<file path="src/rtl/mem_ctrl_pkg.sv">
// Shared widths, constants and arbiter state encodings for the memory controller.
package mem_ctrl_pkg;
  localparam int          ByteBus     = 8;
  localparam int          InstAddrBus = 32;
  localparam logic        Enable      = 1'b1;
  localparam logic [31:0] ZeroWord    = 32'h0;

  // One bit per owner, so the grant outputs come straight off the state flops.
  typedef enum logic [1:0] {
    ARB_IDLE = 2'b00,
    ARB_IF   = 2'b01,
    ARB_MEM  = 2'b10
  } arb_state_t;
endpackage

</file>
<file path="src/rtl/mem_ctrl_arbiter.sv">
// Two-requester arbiter for the single RAM port. MEM wins ties out of IDLE.
// An owner keeps the port while it requests or is busy. It is released only
// once its outstanding reads have drained. Ownership always passes through IDLE.
module mem_ctrl_arbiter
  import mem_ctrl_pkg::*;
(
  input  logic clk,
  input  logic rst,
  input  logic if_req,
  input  logic if_busy,
  input  logic mem_req,
  input  logic mem_busy,
  input  logic pipe_empty,
  output logic if_grant_o,
  output logic mem_grant_o
);

  arb_state_t state_q, state_d;

  // State register.
  always_ff @(posedge clk) begin
    if (rst) state_q <= ARB_IDLE;
    else     state_q <= state_d;
  end

  // Next-state logic: arbitrate in IDLE, hold while the owner is active or reads are in flight.
  always_comb begin
    state_d = state_q;
    case (state_q)
      ARB_IDLE: begin
        if (mem_req)     state_d = ARB_MEM;
        else if (if_req) state_d = ARB_IF;
      end
      ARB_IF:  if (!if_req && !if_busy && pipe_empty)   state_d = ARB_IDLE;
      ARB_MEM: if (!mem_req && !mem_busy && pipe_empty) state_d = ARB_IDLE;
      default: state_d = ARB_IDLE;
    endcase
  end

  // Grant outputs decode the registered state, so they change only at clock edges.
  always_comb begin
    if_grant_o  = (state_q == ARB_IF);
    mem_grant_o = (state_q == ARB_MEM);
  end

endmodule

</file>
<file path="src/rtl/mem_ctrl.sv">
// Byte-wide memory controller. IF and MEM share one synchronous single-port RAM.
// Reads return two cycles after accept. Each read is routed by the owner tag it
// carried at accept time, not by the current grant.
module mem_ctrl
  import mem_ctrl_pkg::*;
#(
  parameter int ADDR_WIDTH     = InstAddrBus,
  parameter int RAM_ADDR_WIDTH = 17
) (
  input  logic                      clk,
  input  logic                      rst,
  input  logic                      if_r_i,
  input  logic [ADDR_WIDTH-1:0]     if_addr_i,
  input  logic                      if_busy_i,
  output logic                      if_grant_o,
  output logic                      if_rvalid_o,
  output logic [ByteBus-1:0]        if_data_o,
  input  logic                      mem_r_i,
  input  logic                      mem_w_i,
  input  logic [ADDR_WIDTH-1:0]     mem_addr_i,
  input  logic [ByteBus-1:0]        mem_wdata_i,
  input  logic                      mem_busy_i,
  output logic                      mem_grant_o,
  output logic                      mem_rvalid_o,
  output logic [ByteBus-1:0]        mem_data_o,
  output logic                      mem_wdone_o,
  output logic [RAM_ADDR_WIDTH-1:0] ram_addr_o,
  output logic                      ram_wr_o,
  output logic [ByteBus-1:0]        ram_dout_o,
  input  logic [ByteBus-1:0]        ram_din_i
);

  // In-flight reads: stage 0 = address presented, stage 1 = RAM data on ram_din_i.
  logic [1:0] vld_pipe;
  logic [1:0] own_pipe;   // 1 = MEM owns the read, 0 = IF
  logic       pipe_empty;
  logic       wr_acc, if_rd_acc, mem_rd_acc;
  logic       unused_addr_hi;

  assign pipe_empty = ~|vld_pipe;
  // A write takes priority over a simultaneous read from MEM.
  assign wr_acc     = mem_grant_o & mem_w_i;
  assign mem_rd_acc = mem_grant_o & mem_r_i & ~mem_w_i;
  assign if_rd_acc  = if_grant_o & if_r_i;
  // Upper address bits are deliberately dropped; the RAM space wraps.
  assign unused_addr_hi = ^{if_addr_i[ADDR_WIDTH-1:RAM_ADDR_WIDTH],
                            mem_addr_i[ADDR_WIDTH-1:RAM_ADDR_WIDTH]};

  mem_ctrl_arbiter u_arb (
    .clk         (clk),
    .rst         (rst),
    .if_req      (if_r_i),
    .if_busy     (if_busy_i),
    .mem_req     (mem_r_i | mem_w_i),
    .mem_busy    (mem_busy_i),
    .pipe_empty  (pipe_empty),
    .if_grant_o  (if_grant_o),
    .mem_grant_o (mem_grant_o)
  );

  // RAM command side: drive address, strobe and write data for each accepted request.
  always_ff @(posedge clk) begin
    if (rst) begin
      ram_addr_o  <= '0;
      ram_wr_o    <= 1'b0;
      ram_dout_o  <= '0;
      mem_wdone_o <= 1'b0;
    end else begin
      ram_wr_o    <= wr_acc;
      mem_wdone_o <= wr_acc;
      if (wr_acc) begin
        ram_addr_o <= mem_addr_i[RAM_ADDR_WIDTH-1:0];
        ram_dout_o <= mem_wdata_i;
      end else if (if_rd_acc) begin
        ram_addr_o <= if_addr_i[RAM_ADDR_WIDTH-1:0];
      end else if (mem_rd_acc) begin
        ram_addr_o <= mem_addr_i[RAM_ADDR_WIDTH-1:0];
      end
    end
  end

  // Tag pipe: shift each accepted read's valid bit and owner through the two-cycle RAM latency.
  always_ff @(posedge clk) begin
    if (rst) begin
      vld_pipe <= '0;
      own_pipe <= '0;
    end else begin
      vld_pipe <= {vld_pipe[0], if_rd_acc | mem_rd_acc};
      own_pipe <= {own_pipe[0], mem_rd_acc};
    end
  end

  // Return side: capture the RAM byte into the owner's data register and pulse its valid.
  always_ff @(posedge clk) begin
    if (rst) begin
      if_rvalid_o  <= 1'b0;
      mem_rvalid_o <= 1'b0;
      if_data_o    <= '0;
      mem_data_o   <= '0;
    end else begin
      if_rvalid_o  <= vld_pipe[1] & ~own_pipe[1];
      mem_rvalid_o <= vld_pipe[1] &  own_pipe[1];
      if (vld_pipe[1] & ~own_pipe[1]) if_data_o  <= ram_din_i;
      if (vld_pipe[1] &  own_pipe[1]) mem_data_o <= ram_din_i;
    end
  end

endmodule

</file>
<file path="config.mk">
export PLATFORM = sky130hd
export DESIGN_NAME = mem_ctrl
export DESIGN_NICKNAME = d
export VERILOG_FILES = /design/src/rtl/mem_ctrl_pkg.sv /design/src/rtl/mem_ctrl_arbiter.sv /design/src/rtl/mem_ctrl.sv
export SDC_FILE = /design/constraint.sdc
export NUM_CORES = 1
export LEC_CHECK = 0
export ABC_AREA = 1
export BUFFER_PORTS_ARGS = -buffer_cell sky130_fd_sc_hd__buf_2
export CORE_MARGIN = 3
export CORE_UTILIZATION = 43
export CTS_BUF_LIST = sky130_fd_sc_hd__clkbuf_4
export DETAILED_ROUTE_END_ITERATION = 8
export PLACE_DENSITY = 0.82
export SLEW_MARGIN = 20
export SYNTH_ARGS = -nofsm -noshare
export SYNTH_HDL_FRONTEND = slang
export SYNTH_SLANG_ARGS = --single-unit
</file>
<file path="constraint.sdc">
create_clock -name clk -period 1.7 [get_ports clk]
set_input_delay 0.085 -clock clk [delete_from_list [all_inputs] [get_ports clk]]
set_output_delay 0.085 -clock clk [all_outputs]
set_load 0.005 [all_outputs]
</file>
### Yosys cells after proc, flatten, opt, wreduce, memory -nomap -nowiden

Index checks and enable logic that the tools add are counted.
Widths: inputs -> output; s select.

| cells by class | value |
|---|---|
| equality and inequality tests | 5 |
| reductions and logical operators | 13 |
| bitwise operators | 10 |
| muxes and demuxes | 8 |

Operator list:

| operator | number |
|---|---|
| $mux 17 | 3 |
| $mux 2 | 4 |
| $and 1x1->1 | 6 |
| $pmux 2 s3 | 1 |
| $logic_not 1->1 | 5 |
| $logic_and 1x1->1 | 4 |
| $ne 2x1->1 const B | 2 |
| $ne 3x2->1 const B | 1 |
| $reduce_and 3->1 | 1 |
| $reduce_bool 3->1 | 1 |
| $eq 2x1->1 const B | 1 |
| $eq 2x2->1 const B | 1 |
| $logic_not 2->1 | 1 |
| $not 1->1 | 2 |
| $or 1x1->1 | 2 |
| $reduce_or 2->1 | 1 |

| word-level totals | value |
|---|---|
| input port bits | 87 |
| word-level logic and storage cells | 46 |
| output and inout port bits | 47 |
| flip-flop bits (word level) | 50 |

### Longest topological paths before layout

| depth | value |
|---|---|
| depth after elaboration | 6 |
| mapped depth | 8 |
| mapped depth without buffers | 7 |

### Hierarchy

Synthesis repeated with hierarchy kept, for this count alone.

| second synthesis, totals | value |
|---|---|
| cell total of the unflattened synthesis | 319 |
| area, all modules | 2220.9 sq um |

Modules (own cells, without submodules):

| module | area each (sq um) | times used | cells each | seq. area each (sq um) |
|---|---|---|---|---|
| mem_ctrl | 2099.5 | 1 | 297 | 960.9 |
| mem_ctrl_arbiter | 121.4 | 1 | 22 | 40.0 |

### Worst setup path after synthesis

No wires, ideal clock.

| path | value |
|---|---|
| path type | register to register |
| start | register u_arb.state_q[0] |
| end | register ram_addr_o[10] |
| buffers on the path | 1 |
| slack | 0.485 ns |
| stages on the path, launching flop included | 9 |
| period minus slack after synthesis | 1.215 ns |
| library setup time | 0.113 ns |
| required time | 1.587 ns |
| arrival | 1.102 ns |
| path through | dfxtp_1 -> inv_2 -> nor2_4 -> nand2_4 -> nand3_4 -> inv_4 -> buf_6 -> nor2_2 -> nor2_1 |

| between the ends | value |
|---|---|
| longest elaborated chain between the ends | 4 |
| elaborated cells on any way between the ends | 9 |
| classes of those cells | eq/ne (2); mux (2); bitwise (4); reduce/logical (1) |

Ends and longest elaborated chain:

| element | RTL line | text |
|---|---|---|
| start, declared | mem_ctrl_arbiter.sv:18 | `arb_state_t state_q, state_d;` |
| start signal, assigned | mem_ctrl_arbiter.sv:23 | `else state_q <= state_d;` |
| $eq 2x2->1 / $eq 2x1->1 (equally long branches) | mem_ctrl_arbiter.sv:43, mem_ctrl_arbiter.sv:42 |  |
| $and 1x1->1, on equally long branches | mem_ctrl.sv:43, mem_ctrl.sv:44 |  |
| $and 1x1->1 / $mux 17 (equally long branches) | mem_ctrl.sv:43, mem_ctrl.sv:74 |  |
| $reduce_bool 3->1 (no line) / $mux 17 (equally long branches) | n/a |  |
| end signal, assigned | mem_ctrl.sv:72 | `ram_addr_o <= mem_addr_i[RAM_ADDR_WIDTH-1:0];` |
| end signal, assigned | mem_ctrl.sv:75 | `ram_addr_o <= if_addr_i[RAM_ADDR_WIDTH-1:0];` |
| end signal, assigned | mem_ctrl.sv:77 | `ram_addr_o <= mem_addr_i[RAM_ADDR_WIDTH-1:0];` |
| end, declared | mem_ctrl.sv:27 | `output logic [RAM_ADDR_WIDTH-1:0] ram_addr_o,` |

Several ways; a longest one is shown, not always the timed one.
A chain may end at the register's enable or synchronous reset.

### Worst setup path in the final report

| path | value |
|---|---|
| start | register u_arb.state_q[0] |
| end | register ram_addr_o[16] |

The elaborated chain is that of the path after synthesis.

==> summary.txt <==
STA
  • Worst setup margin: 0.1525 ns
  • Clk_skew: 0.004583 ns
  • Max Clk Rate: 0.6462 GHz
  • Period Utilization, post-route: 0.9103
  • RSZ-0062 raised after global routing: no
  • Final setup TNS: 0 ns
  • Final hold violation count: 0
  • Fin. max-slew vios: 0
  • Hold Worst Slack: 0.02423 ns
  • Worst slew pin tran: 0.3198 ns
  • Final setup violation count: 0
  • Slew Limit Headroom: 0.7866
  • Minimum clock period: 1.548 ns

Critical path
  • Crit path max-delay family: simple AND/OR/NAND/NOR gates
  • Flop-to-flop setup slack: 0.15 ns
  • CP Cell Sequence: nor2_4, nand2_2, nand3_4, inv_4, nor2_2, nor2_1
  • Crit-path slowest cell: dfxtp_1
  • Crit path DAT: 1.84 ns
  • Startpoint Class: register
  • Crit path max fanout: 18
  • Worst EP required: 1.99 ns
  • Path depth of the worst reg2reg path: 6
  • RR Endpoint: ram_addr_o[16]$_SDFFE_PP0P_
  • CP max stage delay: 0.46 ns
  • Critical path destination: ram_addr_o[16]$_SDFFE_PP0P_
  • Number of cells on the critical path: 6
  • Kind of critical path: register to register
  • Setup crit end kind: register
  • CP Launch Point: u_arb.state_q[0]$_SDFFE_PP0P_
  • Reg2reg start: u_arb.state_q[0]$_SDFFE_PP0P_
  • Crit path buf inv count: 1

Floorplan
  • Initial Util: 0.4606
  • Die footprint: 5693 um^2
  • Die height: 75.46 um
  • IO Pins: 134
  • Row count: 24
  • Core area: 4504 um^2
  • Die W: 75.46 um

Logic synthesis
  • Sequential area share after synthesis: 0.4825
  • Synthesized area per cell: 7.305 um^2
  • Mapped cell area: 2074 um^2
  • Top-area cell type share of the netlist area: 0.4825
  • Simple-gate area share of the yosys netlist: 0.3426
  • Top cells by area, synth: dfxtp_1, nor2_1, nand2_1, o21ai_0, nand3_1
  • Top_reg_cell synth: dfxtp_1
  • Proportion of synthesized area in mux cells: 0
  • FFs w/ async S/R, synth: 0
  • Adder-Cell Fraction of Synth Area: 0
  • Unique masters post-synth: 24
  • FF+latch count, synth: 50
  • Most numerous cell in the Yosys netlist: nor2_1
  • Post-synthesis instance total: 284
  • Post-synthesis compound-gate area fraction: 0.1062
  • Top cells by instance count after synthesis: nor2_1, nand2_1, dfxtp_1, o21ai_0, nand3_1
  • Syn nets: 371
  • Area leader, netlist: dfxtp_1
  • Synth warn: 0
  • Post-synth EDFFs: 0
  • XOR/XNOR share of the synthesized area: 0
  • Largest family of logic cells by synthesized area: simple AND/OR/NAND/NOR gates

Pwr
  • Leakage Power: 0.001493 uW
  • P per Cell Area: 965.1 nW/um^2
  • IR drop worst, VDD: 476.2 uV

Global route
  • Largest net degree at the start of global routing: 23
  • Gr busiest metal: met2
  • Routing usage on met1: 0.2139
  • Initial antenna violation count: 0
  • Met2 Track Usage GR: 0.3221
  • First-pass GRT wire length: 8.197 mm
  • Overall Global Routing Usage: 0.1847
  • Vias in the first global route: 1908
  • GRT overflow: 0
  • Met3 usage: 0.06332

Placed design
  • DP Worst Slack: 0.1899 ns
  • Gpl congestion: 0.7485
  • Detailed Place HPWL: 3.561 mm
  • Port buffer count: 103

Final layout
  • Fill cells: 410
  • Share of cells above drive strength 1: 0.3367
  • # diodes: 0
  • Area grow syn2layout: 36.73%
  • Layout Nets: 487

Detailed routing
  • Antenna-violating nets left: 0
  • Initial DRC Count: 74
  • Vias per cell: 4.784
  • First-pass DRT Iterations: 4
  • Wirelength per Cell: 11.32 um
  • Vias: 2167
  • Total routed wirelength: 5.130 mm
  • Residual DRC: 0

CTS
  • Clock root buffer: clkbuf_4
  • Clock buffer depth: 2
  • CTS H-tree depth: 2
  • CTS tree: yes
  • Clk slew on worst S/H paths: 0.14 ns
  • Clock latency on the worst-skew pair: 0.36 ns
  • CTS Buf Count: 5
  • Clock sinks: 50
  • Post-CTS Setup Bufs: 0

Hold path
  • Hold Crit Class: primary input to register

Status
  • Outcome: complete, no violations

Flow run
  • Max Cap Violations: 0
==> power breakdown <==
part / switching, uW / total, uW / leakage, uW / internal (uW)
Sequential: 71.0 / 1370 / 0.000407 / 1300
Clock: 362 / 688 / 0.0000419 / 327
Combinational: 392 / 680 / 0.00104 / 288
==> cell type report <==
type | instances | area (um^2) | area share
multi-input cells | 207 | 930.9 | 0.3282
flip-flops and latches | 50 | 1001 | 0.3529
clock inverters | 2 | 37.54 | 0.01323
inverters | 13 | 51.30 | 0.01809
well taps | 52 | 65.06 | 0.02294
repair buffers | 123 | 705.7 | 0.2488
clock buffers | 6 | 45.04 | 0.01588
==> through the flow <==
stage	total power [uW]	cells	instance area (um^2)	utilization
after floorplan	1819	284	2074	-
after global placement	2033	429	2594	0.5758
after detailed placement	2045	429	2594	0.5758
after CTS	2769	453	2836	0.6297
after global routing	2931	453	2836	0.6297
final	2737	453	2836	0.6297
==> kinds of logic after synthesis <==
family | count (synthesis)
buf+inv | 27
flops | 50
compound gates | 44
simple gates | 163
==> routing by layer <==
metal  part of all wire  up-vias
met4             0.0068        0
met5                  0        -
met2               0.47       87
met3              0.096        5
li1                   -     1131
met1               0.43      944
==> cells in the final DEF (no fill, tap or decap) <==
cell	n
nor2_1	70
bufinv_16	1
nand3_1	18
dfxtp_1	50
clkbuf_4	6
nand4_1	1
nand2_1	57
inv_4	1
nor2_2	10
nand3_2	1
nand2_2	1
nand2_4	1
buf_4	4
dlygate4sd3_1	16
inv_2	3
clkinv_1	1
nor2_4	2
nand3b_1	1
nand3_4	1
a21oi_1	10
o21ai_1	10
clkinvlp_4	1
inv_1	8
buf_2	103
o21ai_0	24
==> tightest hold or removal path, cell delays in order <==
cell and delay, ns:
buf_2 0.12, nand3_2 0.11, nor2_1 0.04
==> worst min-delay path by stage <==
stage | from | to | slack (ns) | depth (start not counted)
after CTS | mem_r_i | own_pipe[0]$_SDFF_PP0_ | 0.003 | 3
after detailed placement | ram_din_i[4] | if_data_o[4]$_SDFFE_PP0P_ | 0.33 | 3
after floorplan | ram_din_i[0] | if_data_o[0]$_SDFFE_PP0P_ | 0.22 | 2
after global routing | mem_r_i | own_pipe[0]$_SDFF_PP0_ | 0.02 | 3
after global placement | ram_din_i[0] | if_data_o[0]$_SDFFE_PP0P_ | 0.33 | 3
final | mem_r_i | own_pipe[0]$_SDFF_PP0_ | 0.02 | 3
==> what timing repair did <==
item	4_1_cts	5_1_grt
hold buffers	16	0
resized for setup	0	0
hold endpoints to repair	24	0
==> registers in the layout, summed over array words and instances (netlist names) <==
name	flops
ram_wr_o	1
if_data_o	8
if_rvalid_o	1
ram_addr_o	17
u_arb.state_q	2
ram_dout_o	8
vld_pipe	2
mem_data_o	8
own_pipe	2
mem_rvalid_o	1
Power figures use the tool's default switching activity.
